--- config.mk ---
export PLATFORM = sky130hd
export DESIGN_NAME = ahb_req_master
export DESIGN_NICKNAME = d
export VERILOG_FILES = /design/src/rtl/ahb_master_pkg.sv /design/src/rtl/ahb_req_fifo.sv /design/src/rtl/ahb_req_master.sv
export SDC_FILE = /design/constraint.sdc
export NUM_CORES = 1
export LEC_CHECK = 0
export CAP_MARGIN = 20
export CORE_AREA = 4 4 175 177
export CTS_BUF_LIST = sky130_fd_sc_hd__clkbuf_8
export DETAILED_ROUTE_END_ITERATION = 10
export DIE_AREA = 0 0 179 181
export GPL_TIMING_DRIVEN = 0
export PLACE_DENSITY_LB_ADDON = 0.08
export SYNTH_ARGS = -nofsm -noshare
export SYNTH_HDL_FRONTEND = slang
export SYNTH_SLANG_ARGS = --single-unit
--- constraint.sdc ---
create_clock -name hclk -period 2.98 [get_ports hclk]
set_input_delay 0.745 -clock hclk [delete_from_list [all_inputs] [get_ports hclk]]
set_output_delay 0.745 -clock hclk [all_outputs]
set_load 0.01 [all_outputs]
--- src/rtl/ahb_master_pkg.sv ---
// Shared types and default widths for the AHB-lite request master.
package ahb_master_pkg;

  localparam int unsigned AhbAddrW     = 8;
  localparam int unsigned AhbDataW     = 32;
  localparam int unsigned AhbFifoDepth = 4;

  typedef enum logic [1:0] {
    IDLE   = 2'b00,
    BUSY   = 2'b01,
    NONSEQ = 2'b10,
    SEQ    = 2'b11
  } htrans_t;

  typedef struct packed {
    logic                write;
    logic [AhbAddrW-1:0] addr;
    logic [AhbDataW-1:0] wdata;
  } ahb_req_t;

endpackage

--- src/rtl/ahb_req_fifo.sv ---
// Synchronous request FIFO; DEPTH must be a power of two so the pointers wrap naturally.
module ahb_req_fifo
  import ahb_master_pkg::*;
#(
  parameter int unsigned DEPTH = AhbFifoDepth,
  parameter type         req_t = ahb_req_t
) (
  input  logic clk,
  input  logic rst_n,
  input  logic push,
  input  req_t din,
  input  logic pop,
  output logic full,
  output logic empty,
  output req_t head
);

  localparam int unsigned PtrW = $clog2(DEPTH);

  req_t            mem_q [DEPTH];
  logic [PtrW-1:0] wptr_q, rptr_q;
  logic [PtrW:0]   count_q;
  logic            do_push, do_pop;

  assign full    = (count_q == (PtrW + 1)'(DEPTH));
  assign empty   = (count_q == '0);
  assign do_push = push & ~full;
  assign do_pop  = pop & ~empty;
  assign head    = mem_q[rptr_q];

  always_ff @(posedge clk or negedge rst_n) begin
    if (!rst_n) begin
      wptr_q  <= '0;
      rptr_q  <= '0;
      count_q <= '0;
    end else begin
      if (do_push) wptr_q <= wptr_q + PtrW'(1);
      if (do_pop)  rptr_q <= rptr_q + PtrW'(1);
      count_q <= count_q + (PtrW + 1)'(do_push) - (PtrW + 1)'(do_pop);
    end
  end

  // Storage needs no reset: head is only consumed while the FIFO is non-empty.
  always_ff @(posedge clk) begin
    if (do_push) mem_q[wptr_q] <= din;
  end

endmodule

--- src/rtl/ahb_req_master.sv ---
// AHB-lite master: buffers requests, issues single NONSEQ transfers through pipelined
// address/data phases and returns one response pulse per request.
module ahb_req_master
  import ahb_master_pkg::*;
#(
  parameter int unsigned ADDR_W     = AhbAddrW,
  parameter int unsigned DATA_W     = AhbDataW,
  parameter int unsigned FIFO_DEPTH = AhbFifoDepth
) (
  input  logic              hclk,
  input  logic              hresetn,
  input  logic              req_valid,
  output logic              req_ready,
  input  logic              req_write,
  input  logic [ADDR_W-1:0] req_addr,
  input  logic [DATA_W-1:0] req_wdata,
  output logic              rsp_valid,
  output logic              rsp_write,
  output logic [ADDR_W-1:0] rsp_addr,
  output logic [DATA_W-1:0] rsp_rdata,
  output logic              busy,
  output logic [1:0]        htrans,
  output logic              hwrite,
  output logic [ADDR_W-1:0] haddr,
  output logic [DATA_W-1:0] hwdata,
  input  logic              hready,
  input  logic [DATA_W-1:0] hrdata
);

  typedef struct packed {
    logic              write;
    logic [ADDR_W-1:0] addr;
    logic [DATA_W-1:0] wdata;
  } req_t;

  req_t              push_req, head, ap_q, dp_q;
  logic              full, empty, push, pop;
  logic              ap_valid_q, dp_valid_q;
  logic              rsp_valid_q, rsp_write_q;
  logic [ADDR_W-1:0] rsp_addr_q;
  logic [DATA_W-1:0] rsp_rdata_q;

  assign req_ready = ~full;
  assign push      = req_valid & ~full;
  assign pop       = hready & ~empty;
  assign push_req  = '{write: req_write, addr: req_addr, wdata: req_wdata};

  ahb_req_fifo #(
    .DEPTH (FIFO_DEPTH),
    .req_t (req_t)
  ) u_fifo (
    .clk   (hclk),
    .rst_n (hresetn),
    .push  (push),
    .din   (push_req),
    .pop   (pop),
    .full  (full),
    .empty (empty),
    .head  (head)
  );

  always_ff @(posedge hclk or negedge hresetn) begin
    if (!hresetn) begin
      ap_valid_q  <= 1'b0;
      dp_valid_q  <= 1'b0;
      ap_q        <= '0;
      dp_q        <= '0;
      rsp_valid_q <= 1'b0;
      rsp_write_q <= 1'b0;
      rsp_addr_q  <= '0;
      rsp_rdata_q <= '0;
    end else begin
      // The data phase completes only on an hready edge, so the response is a single pulse.
      rsp_valid_q <= hready & dp_valid_q;
      if (hready) begin
        dp_valid_q <= ap_valid_q;
        dp_q       <= ap_q;
        ap_valid_q <= ~empty;
        if (!empty) ap_q <= head;
        if (dp_valid_q) begin
          rsp_write_q <= dp_q.write;
          rsp_addr_q  <= dp_q.addr;
          rsp_rdata_q <= dp_q.write ? '0 : hrdata;
        end
      end
    end
  end

  always_comb begin
    htrans = IDLE;
    hwrite = 1'b0;
    haddr  = '0;
    hwdata = '0;
    if (ap_valid_q) begin
      htrans = NONSEQ;
      hwrite = ap_q.write;
      haddr  = ap_q.addr;
    end
    if (dp_valid_q && dp_q.write) hwdata = dp_q.wdata;
  end

  assign rsp_valid = rsp_valid_q;
  assign rsp_write = rsp_write_q;
  assign rsp_addr  = rsp_addr_q;
  assign rsp_rdata = rsp_rdata_q;
  assign busy      = ~empty | ap_valid_q | dp_valid_q;

endmodule
==> After elaboration in Yosys (flattened, before gate mapping) <==
Memories as Yosys holds them, arrays and structs flattened. A register that Yosys moved wholly into a read port is not among the register bits.
Index checks and enable logic that the tools add are counted.
{ "word_totals": {"register_bits": 92, "latchBits": 0, "mem_bits_rw": 164, "romBits": 0, "in_bits": 77, "elab_cells": 39, "memories": 1} }
{ "op_classes": {"addsub": 4, "n_mul": 0, "div_mod_pow": 0, "n_lt_le_gt_ge": 0, "eq_ne": 1, "shift": 0, "n_mux": 7, "bitwise_logic": 9, "reduce_logical": 5} }
{ "memory_table": {"columns": ["name", "depth", "width", "read_ports", "rd_ports_with_merged_regs", "wr", "line", "text"], "rows": [
  ["u_fifo.mem_q", 4, 41, 1, 1, 1, "ahb_req_fifo.sv:20", "req_t mem_q [DEPTH];"]
]} }
{ "op_table": {"columns": ["cell", "count"], "rows": [
  ["$mux 32", 2],
  ["$mux 8", 1],
  ["$and 1x1->1", 5],
  ["$add 2x1->2 const B", 2],
  ["$reduce_and 2->1", 2],
  ["$add 3x1->3", 1],
  ["$eq 3x3->1 const B", 1],
  ["$logic_not 3->1", 1],
  ["$mux 1", 3],
  ["$sub 3x1->3", 1],
  ["$mux 2", 1],
  ["$not 1->1", 2],
  ["$or 1x1->1", 2],
  ["$logic_and 1x1->1", 1],
  ["$logic_not 1->1", 1]
]} }

==> Depth between registers and ports, before layout <==
Gate-level depths: netlist (run 1).
{ "logic_depth": {"ltp_word": 6, "ltp_mapped": 11} }

==> Cells and area by module <==
Synthesis (run 1) repeated with hierarchy kept, for this count alone.
{ "hier_totals": {"hier_cells": 616, "hier_area_um2": 11828.8} }
{ "modules_own_cells": {"columns": ["module", "instances", "cells_per_inst", "area_per_inst_um2"], "rows": [
  ["ahb_req_fifo", 1, 256, 6443.7],
  ["ahb_req_master", 1, 360, 5385.2]
]} }

==> Worst setup path before layout (run 1) <==
Ideal clock, no wire load.
{ "synth_timing": {"kind": "input -> register", "start": "input port hready", "end": "register u_fifo.count_q[2]", "setup_ns": 0.125, "t_arrival_ns": 2.445, "t_required_ns": 2.855, "path_slack_ns": 0.410, "cell_stages": 11, "n_path_buf": 3, "path_cell_list": "buf_2 > o31a_1 > buf_4 > buf_6 > ha_1 > inv_1 > ha_1 > inv_1 > fa_1 > xnor2_1 > xnor2_1"} }
{ "synth_between": {"elab_chain_cells": 3} }
{ "synth_rtl": {"columns": ["item", "line", "text"], "rows": [
  ["from (decl)", "ahb_req_master.sv:26", "input logic hready,"],
  ["$and 1x1->1", "ahb_req_master.sv:45", "assign pop = hready & ~empty;"],
  ["named net pop", "ahb_req_master.sv:37", "logic full, empty, push, pop;"],
  ["$and 1x1->1", "ahb_req_fifo.sv:28", "assign do_pop = pop & ~empty;"],
  ["$sub 3x1->3", "ahb_req_fifo.sv:39", "count_q <= count_q + (PtrW + 1)'(do_push) - (PtrW + 1)'(do_pop);"],
  ["to (signal assigned)", "ahb_req_fifo.sv:39", null],
  ["to (decl)", "ahb_req_fifo.sv:22", "logic [PtrW:0] count_q;"]
]} }
The timed path passes the listed nets, and every way through them passes these cells.
A chain may end at the register's enable or synchronous reset.

==> Worst setup path after layout (run 1) <==
{ "layout_timing": {"start": "register dp_valid_q", "end": "output port hwdata[11]"} }
{ "layout_between": {"elab_chain_cells": 2} }
{ "layout_rtl": {"columns": ["item", "line", "text"], "rows": [
  ["from (decl)", "ahb_req_master.sv:38", "logic ap_valid_q, dp_valid_q;"],
  ["from (signal assigned)", "ahb_req_master.sv:76", "dp_valid_q <= ap_valid_q;"],
  ["$logic_and 1x1->1", "ahb_req_master.sv:99", "if (dp_valid_q && dp_q.write) hwdata = dp_q.wdata;"],
  ["$mux 32", "ahb_req_master.sv:99", null],
  ["to (decl)", "ahb_req_master.sv:25", "output logic [DATA_W-1:0] hwdata,"]
]} }
No other way between the ends.

==> flow_summary_export.csv, run 1 <==
group,metric,value,unit
hold_path,hold_class,"primary input to async pin",
timing,relSlewSlack,0.410,
global_routing,grt_antenna_before_repair,1,
route,ant_nets,0,
route,drt-pass1-iter-count,4,
synth,yosysWarnings,0,
timing,finalSetupViolations,0,
synth,synth_cells,642,
global_routing,track_usage,0.156,
cells_and_area,diodes,0,
pwr,irDropWorstVdd,0.357,mV
floorplan,rows,63,
timing,max_freq,351,MHz
route,vias_per_cell,4.85,
global_routing,grt_start_max_net_pins,93,
clocking,ctsHtreeMaxLevel,2,
cells_and_area,nets,943,
floorplan,die_w,179,um
floorplan,die_area,32400,um2
clocking,insertion_delay,570,ps
placement,dp_slack,-20.1,ps
pwr,powerDensity,980,nW/um2
placement,port_buffers,161,
route,first_iter_violations,305,
placement,place.gp.congestion,0.737,
synth,yosysUniqueCellTypes,27,
synth,netlist_area,11500,um2
setup_path,path_class,"flop to output port",
global_routing,grt_pass1_vias,6898,
clocking,clk_pin_slew,70,ps
timing,hold_viol_final,0,
cells_and_area,multi_input_area,2990,um2
run_status,outcome,"complete, no violations",
clocking,cts_buffers,49,
cells_and_area,post-route-util,0.502,
pwr,leakagePower,5.68,nW
route,wl_per_cell,19.7,um
clocking,cts_tree,"built",
clocking,cts.sinks,297,
floorplan,ios,164,
clocking,clk_path_buf_depth,3,
floorplan,die_h,181,um
timing,fin_crit_sh,0.955,
cells_and_area,layout_common_cells,"edfxtp_1, clkdlybuf4s50_1, dfrtp_1",
global_routing,grt_pass1_wl,39200,um
timing,drv_slew,0,
synth,ys_ff_latch,297,
synth,syn_avg_cell_area,17.9,um2
timing,setup_slack,133,ps
floorplan,core_area,29200,um2
synth,syn_nets,726,
cells_and_area,fill_cells,2456,
global_routing,overflow,0,
setup_path,cp.required,2240,ps
cells_and_area,drive_above_1_share,0.264,
setup_path,cp_max_fo,10,
timing,rsz0062_at_grt,"false",
route,route.detailed.drc,0,
cells_and_area,syn2layout_area_growth,27.7,%
clocking,cts_root_buf,"clkbuf_8",
route,wl,25300,um
placement,dp_hpwl,16400,um
synth,synth_seq_area_share,0.718,
clocking,cts_hold_buf,0,
cells_and_area,ff_latch_area,8260,um2
route,dr_total_vias,6248,
timing,worstMarginPinSlew,886,ps
floorplan,start_util,0.393,
timing,final.min_clock_period,2850,ps
setup_path,worstSetupEndpointType,"output port",
cells_and_area,layout_commonest_cell,"edfxtp_1",
job,max-cap-violations,0,
timing,finClkSkew,32.1,ps
setup_path,cp-start-kind,"flop",
setup_path,critPathArrivalTime,2100,ps
final timing paths:
| path | from | end | slack [ps] | cells after the start |
|---|---|---|---|---|
| hold reg to reg | rsp_rdata[0] | rsp_rdata[0] | 480 | 2 |
| max in group asynchronous | hresetn | rsp_rdata[2] | 2080 | 2 |
| setup reg to reg | u_fifo.count_q[2] | u_fifo.count_q[2] | 470 | 10 |
| min in group hclk | rsp_rdata[0] | rsp_rdata[0] | 480 | 2 |
| setup / recovery | dp_valid_q | hwdata[11] | 130 | 3 |
| hold / removal | hresetn | ap_q[11] | 120 | 1 |
cells by family (layout without fill, tap and decap cells):
kind of cell    count (synthesis)  count (layout)  synth area share
buf+inv                        49             305            0.0230
mux                           134             134             0.176
flops                         297             297             0.718
xor+xnor                        5               5           0.00381
other cells                     1               1          0.000326
fa+ha+maj                       7               7           0.00827
simple gates                  114             114            0.0545
compound gates                 35              35            0.0163
cells in the mapped netlist:
cell type | count | area share
mux4_1 | 3 | 0.0069
mux2_2 | 82 | 0.080
o21ai_0 | 32 | 0.014
conb_1 | 1 | 0.00033
buf_2 | 10 | 0.0044
inv_1 | 8 | 0.0026
a21boi_2 | 1 | 0.00098
nor2_1 | 1 | 0.00033
a21o_1 | 1 | 0.00065
fa_1 | 1 | 0.0017
ha_1 | 6 | 0.0065
edfxtp_1 | 164 | 0.43
or4b_2 | 1 | 0.00087
buf_6 | 6 | 0.0059
xnor2_1 | 4 | 0.0030
buf_1 | 3 | 0.00098
dfrtp_1 | 133 | 0.29
mux2_4 | 11 | 0.014
buf_4 | 6 | 0.0039
and2_1 | 13 | 0.0071
nand2_1 | 35 | 0.011
xor2_1 | 1 | 0.00076
mux4_2 | 38 | 0.074
clkbuf_1 | 16 | 0.0052
o31a_1 | 1 | 0.00076
and3_1 | 32 | 0.017
nand2b_1 | 32 | 0.017
power by group:
part           switching, mW  total (mW)  internal, mW
clock network           1.56        3.31          1.75
logic                   2.08        4.76          2.68
registers              0.582        6.32          5.74
total                   4.22        14.4          10.2
repair_timing:
item | 4_1_cts | 5_1_grt
setup buffers | 1 | 0
pin swaps | 0 | 0
gates resized for setup | 11 | 2
hold endpoints to repair | 0 | 0
endpoints found under the setup margin | 35 | 10
flip-flops by register name, summed over array words and instances (netlist names):
name            cells
u_fifo.mem_q      164
ap_q               41
dp_q               41
rsp_rdata          32
rsp_addr            8
u_fifo.count_q      3
u_fifo.rptr_q       2
u_fifo.wptr_q       2
ap_valid_q          1
dp_valid_q          1
rsp_valid           1
rsp_write           1
cell type report:
class | instances | share of cell area
clock inverter | 36 | 0.0121
timing repair buffer | 167 | 0.120
buffer | 40 | 0.0164
inverter | 8 | 0.00205
sequential | 297 | 0.562
tap | 390 | 0.0332
multi-input combinational | 296 | 0.204
clock buffer | 54 | 0.0506
layer usage:
metal	global-route usage	part of all wire
met1	0.200	0.43
met2	0.267	0.49
met3	0.0379	0.063
met4	0.0427	0.019
met5	0	0.00032
metrics by stage:
stage | power [mW] | cell area (um2) | hold slack, ps | instances | TNS, ps
3_3_place_gp | 11.0 | 13600 | 464 | 1193 | -718970
3_5_place_dp | 11.3 | 13700 | 470 | 1198 | -20.1
5_1_grt | 15.3 | 14700 | 104 | 1288 | 0
4_1_cts | 14.6 | 14700 | 75.1 | 1288 | 0
2_1_floorplan | 9.07 | 11500 | 449 | 642 | 0
6_report | 14.4 | 14700 | 115 | 1288 | 0
critical path, stage by stage (launching register included):
cell and delay (ps):
dfrtp_2 490, clkbuf_2 260, and3_1 220, clkdlybuf4s50_1 560
No activity file was read; power rests on OpenSTA's default activity.
==> run 2, diff against run 1 <==
--- a/config.mk
+++ b/config.mk
@@ -6,10 +6,10 @@
 export NUM_CORES = 1
 export LEC_CHECK = 0
 export CAP_MARGIN = 20
-export CORE_AREA = 4 4 175 177
+export CORE_AREA = 2 2 173 175
 export CTS_BUF_LIST = sky130_fd_sc_hd__clkbuf_8
 export DETAILED_ROUTE_END_ITERATION = 10
-export DIE_AREA = 0 0 179 181
+export DIE_AREA = 0 0 175 177
 export GPL_TIMING_DRIVEN = 0
 export PLACE_DENSITY_LB_ADDON = 0.08
 export SYNTH_ARGS = -nofsm -noshare
==> flow_summary_export.csv, run 2 (synthesis results as in run 1) <==
group,metric,value,unit
route,wl_per_cell,19.3,um
placement,place_inst,1198,
clocking,ctsHtreeMaxLevel,2,
timing,worstMarginPinSlew,902,ps
floorplan,ios,164,
cells_and_area,layout_commonest_cell,"edfxtp_1",
pwr,p_clk_frac,0.220,
timing,final.min_clock_period,2860,ps
clocking,cts_tree,"built",
placement,dp_slack,-22.6,ps
setup_path,worstSetupEndpointType,"output port",
route,route.detailed.drc,0,
global_routing,track_usage,0.164,
route,ant_nets,0,
cells_and_area,drive_above_1_share,0.269,
timing,setup_slack,117,ps
global_routing,grt_antenna_before_repair,2,
timing,hold_viol_final,0,
floorplan,core_area,29200,um2
global_routing,grt_start_max_net_pins,70,
global_routing,grt_pass1_wl,38600,um
setup_path,path_class,"flop to output port",
setup_path,cp_max_fo,10,
timing,finClkSkew,21.7,ps
cells_and_area,largest_reg_flops,164,
timing,relSlewSlack,0.399,
cells_and_area,nets,941,
route,first_iter_violations,215,
cells_and_area,syn2layout_area_growth,27.0,%
setup_path,cp-start-kind,"flop",
cells_and_area,layout_common_cells,"edfxtp_1, clkdlybuf4s50_1, dfrtp_1",
timing,rsz0062_at_grt,"false",
floorplan,rows,63,
cells_and_area,top_regs,"u_fifo.mem_q x164, ap_q x41, dp_q x41",
cells_and_area,regMostFlops,"u_fifo.mem_q",
floorplan,die_w,175,um
global_routing,overflow,0,
pwr,swShare,0.296,
placement,port_buffers,161,
route,wl,24800,um
pwr,powerDensity,971,nW/um2
pwr,irDropWorstVdd,0.340,mV
pwr,power_switching,4.20,mW
floorplan,die_h,177,um
setup_path,critPathArrivalTime,2120,ps
pwr,pwr-share-seq,0.446,
pwr,p_comb_frac,0.334,
cells_and_area,fin_cells,1287,
timing,fin_crit_sh,0.961,
pwr,p_int,9.97,mW
route,dr_total_vias,6230,
floorplan,start_util,0.393,
timing,finalSetupViolations,0,
floorplan,die_area,31000,um2
clocking,cts_buffers,47,
timing,max_freq,349,MHz
clocking,cts.sinks,297,
placement,place.gp.congestion,0.780,
global_routing,grt_pass1_vias,6886,
clocking,clk_path_buf_depth,3,
route,drt-pass1-iter-count,4,
timing,drv_slew,0,
placement,dp_hpwl,16100,um
hold_path,hold_class,"primary input to async pin",
clocking,cts_root_buf,"clkbuf_8",
clocking,clk_pin_slew,60,ps
job,max-cap-violations,0,
clocking,insertion_delay,570,ps
route,vias_per_cell,4.84,
pwr,leakagePower,5.66,nW
setup_path,cp.required,2240,ps
run_status,outcome,"complete, no violations",
## run 2: final cells by class
| class | instances | area [um2] |
|---|---|---|
| diodes | 1 | 2.50 |
| plain buffers | 40 | 240 |
| clock buffers | 50 | 688 |
| clock inverters | 38 | 174 |
| fillers | 2495 | 14600 |
| inverters | 8 | 30.0 |
| multi-input cells | 296 | 2990 |
| flip-flops and latches | 297 | 8260 |
| well taps | 390 | 488 |
| repair buffers | 167 | 1730 |
## run 2: path summary, 6_finish.rpt
| check | startpoint | slack, ps | cells past startpoint | end |
|---|---|---|---|---|
| min in group hclk | rsp_rdata[31] | 490 | 2 | rsp_rdata[31] |
| worst max-delay path | dp_q[40] | 120 | 3 | hwdata[31] |
| worst min-delay path | hresetn | 190 | 1 | rsp_rdata[20] |
| worst max register to register | u_fifo.count_q[2] | 520 | 10 | u_fifo.count_q[2] |
| max in group asynchronous | hresetn | 2010 | 2 | dp_valid_q |
| worst min register to register | rsp_rdata[31] | 490 | 2 | rsp_rdata[31] |
## run 2: power by group through the flow
| stage | Combinational, mW | Sequential [mW] | Clock, mW |
|---|---|---|---|
| floorplan | 2.75 | 6.32 | 0 |
| global placement | 4.66 | 6.36 | 0 |
| detailed placement | 4.84 | 6.38 | 0 |
| CTS | 4.85 | 6.33 | 3.24 |
| global route | 5.15 | 6.47 | 3.45 |
| finish | 4.73 | 6.32 | 3.12 |
## run 2: metrics by stage
stage / TNS (ps) / power [mW] / hold slack [ps] / utilization / area, um2
3_5_place_dp: -25.7 / 11.2 / 480 / 0.469 / 13700
4_1_cts: 0 / 14.4 / 183 / 0.499 / 14600
2_1_floorplan: 0 / 9.07 / 449 / - / 11500
5_1_grt: 0 / 15.1 / 216 / 0.499 / 14600
6_report: 0 / 14.2 / 192 / 0.499 / 14600
3_3_place_gp: -726190 / 11.0 / 466 / 0.465 / 13600
## run 2: critical path, stage by stage, from the launching register on
cell	delay, ps
dfrtp_2	470
clkbuf_2	280
and3_1	250
clkdlybuf4s50_1	550
## run 2: metal layers
layer,vias up,routed length [um],global-route usage
met5,-,12,0
met4,2,540,0.0483
met1,3150,10600,0.206
li1,2833,-,-
met2,203,12100,0.280
met3,42,1510,0.0432
## run 2: repair_timing
item	4_1_cts	5_1_grt
resized for setup	11	2
gates cloned	0	0
hold buffers	0	0
endpoints found under the hold margin	0	0
setup endpoints to repair	33	9
setup buffers	1	0
==> run 3, diff against run 2 <==
--- a/config.mk
+++ b/config.mk
@@ -5,11 +5,11 @@
 export SDC_FILE = /design/constraint.sdc
 export NUM_CORES = 1
 export LEC_CHECK = 0
-export CAP_MARGIN = 20
 export CORE_AREA = 2 2 173 175
 export CTS_BUF_LIST = sky130_fd_sc_hd__clkbuf_8
 export DETAILED_ROUTE_END_ITERATION = 10
 export DIE_AREA = 0 0 175 177
+export DONT_BUFFER_PORTS = 1
 export GPL_TIMING_DRIVEN = 0
 export PLACE_DENSITY_LB_ADDON = 0.08
 export SYNTH_ARGS = -nofsm -noshare
==> flow_summary_export.csv, run 3 (synthesis results as in run 1) <==
group,metric,value,unit
route,drt-pass1-iter-count,4,
setup_path,crit_slowest_cell,"dfrtp_1",
floorplan,core_area,29200,um2
pwr,totalPowerFinal,13.6,mW
timing,rsz0062_at_grt,"false",
cells_and_area,largest_reg_flops,164,
pwr,powerDensity,1040,nW/um2
setup_path,cp_max_fo,12,
floorplan,die_area,31000,um2
global_routing,grt_pass1_vias,6254,
placement,port_buffers,0,
hold_path,hold_class,"primary input to async pin",
floorplan,ios,164,
floorplan,die_h,177,um
clocking,clk_path_buf_depth,3,
timing,relSlewSlack,0.379,
clocking,cts.sinks,297,
global_routing,track_usage,0.161,
timing,final.min_clock_period,2820,ps
clocking,cts_buffers,50,
route,wl_per_cell,21.9,um
clocking,cts_tree,"built",
placement,dp_hpwl,15300,um
global_routing,grt_pass1_wl,37400,um
route,wl,24700,um
cells_and_area,fill_cells,2553,
cells_and_area,drive_above_1_share,0.315,
run_status,violations,"hold timing",
cells_and_area,top_regs,"u_fifo.mem_q x164, ap_q x41, dp_q x41",
route,ant_nets,0,
clocking,cts_root_buf,"clkbuf_8",
floorplan,start_util,0.393,
cells_and_area,regMostFlops,"u_fifo.mem_q",
job,max-cap-violations,0,
setup_path,worstSetupEndpointType,"output port",
clocking,insertion_delay,570,ps
timing,fin_hold_ws,-122,ps
setup_path,path_buf_inv,1,
floorplan,rows,63,
setup_path,cp.required,2240,ps
route,dr_total_vias,5676,
pwr,leakagePower,5.07,nW
cells_and_area,nets,781,
timing,finClkSkew,15.6,ps
timing,hold_viol_final,133,
cells_and_area,post-route-util,0.448,
run_status,outcome,"finished with violations",
timing,drv_slew,0,
global_routing,grt_antenna_before_repair,1,
clocking,clk_pin_slew,60,ps
timing,worstMarginPinSlew,932,ps
setup_path,path_class,"flop to output port",
timing,finalSetupViolations,0,
floorplan,die_w,175,um
setup_path,crit_chain,"clkbuf_1 > and3_1",
route,route.detailed.drc,0,
setup_path,max_stage_delay,700,ps
timing,fin_crit_sh,0.947,
global_routing,grt_start_max_net_pins,134,
setup_path,cp-start-kind,"flop",
placement,place.gp.congestion,0.837,
cells_and_area,syn2layout_area_growth,13.9,%
cells_and_area,diodes,0,
setup_path,critPathArrivalTime,2080,ps
route,vias_per_cell,5.03,
timing,max_freq,354,MHz
clocking,ctsHtreeMaxLevel,2,
global_routing,overflow,0,
cells_and_area,layout_commonest_cell,"edfxtp_1",
route,first_iter_violations,201,
cells_and_area,layout_common_cells,"edfxtp_1, dfrtp_1, mux2_2",
setup_path,crit_family,"flip-flops",
pwr,irDropWorstVdd,0.410,mV
[run 3: final timing paths]
kind                              startpoint            endpoint  slack (ps)  cells past startpoint
max in group asynchronous            hresetn             ap_q[5]        2960                      0
min in group hclk               req_wdata[4]  u_fifo.mem_q[0][4]         270                      0
setup / recovery                    dp_q[40]           hwdata[0]         160                      2
setup reg to reg           u_fifo.count_q[2]   u_fifo.count_q[2]         490                     10
hold / removal                       hresetn            dp_q[29]        -120                      0
hold reg to reg                     dp_q[27]            dp_q[27]         500                      1
[run 3: stage by stage]
stage / TNS [ps] / setup slack, ps / instances / area, um2 / hold slack [ps]
global placement: -89910 / -554 / 1032 / 12000 / 454
detailed placement: -20.0 / -20.0 / 1036 / 12100 / 456
floorplan: 0 / 410 / 642 / 11500 / 449
global route: 0 / 58.4 / 1129 / 13100 / -156
finish: 0 / 158 / 1129 / 13100 / -122
CTS: 0 / 82.2 / 1129 / 13100 / -165
[run 3: final cells by class]
type | count | area (um2) | area share
multi-input cells | 296 | 2990 | 0.228
flip-flops and latches | 297 | 8250 | 0.630
plain buffers | 40 | 230 | 0.0176
inverters | 8 | 30.0 | 0.00229
repair buffers | 4 | 95.1 | 0.00726
well taps | 390 | 488 | 0.0373
clock inverters | 32 | 164 | 0.0125
clock buffers | 62 | 853 | 0.0651
[run 3: where the power goes]
group          switching (mW)  internal, mW  total, mW
clock network            1.62          1.97       3.58
logic                    1.73          1.80       3.53
registers               0.764          5.74       6.50
[run 3: repair_timing]
action | 4_1_cts | 5_1_grt
setup buffers | 0 | 0
setup endpoints to repair | 32 | 0
gates resized for setup | 0 | 0
hold endpoints to repair | 133 | 133
[run 3: metal layers]
layer | track usage | part of all wire | vias to the layer above
met4 | 0.0528 | 0.024 | 0
met1 | 0.195 | 0.41 | 2928
li1 | - | - | 2501
met3 | 0.0550 | 0.080 | 55
met5 | 0 | 0 | -
met2 | 0.271 | 0.49 | 192
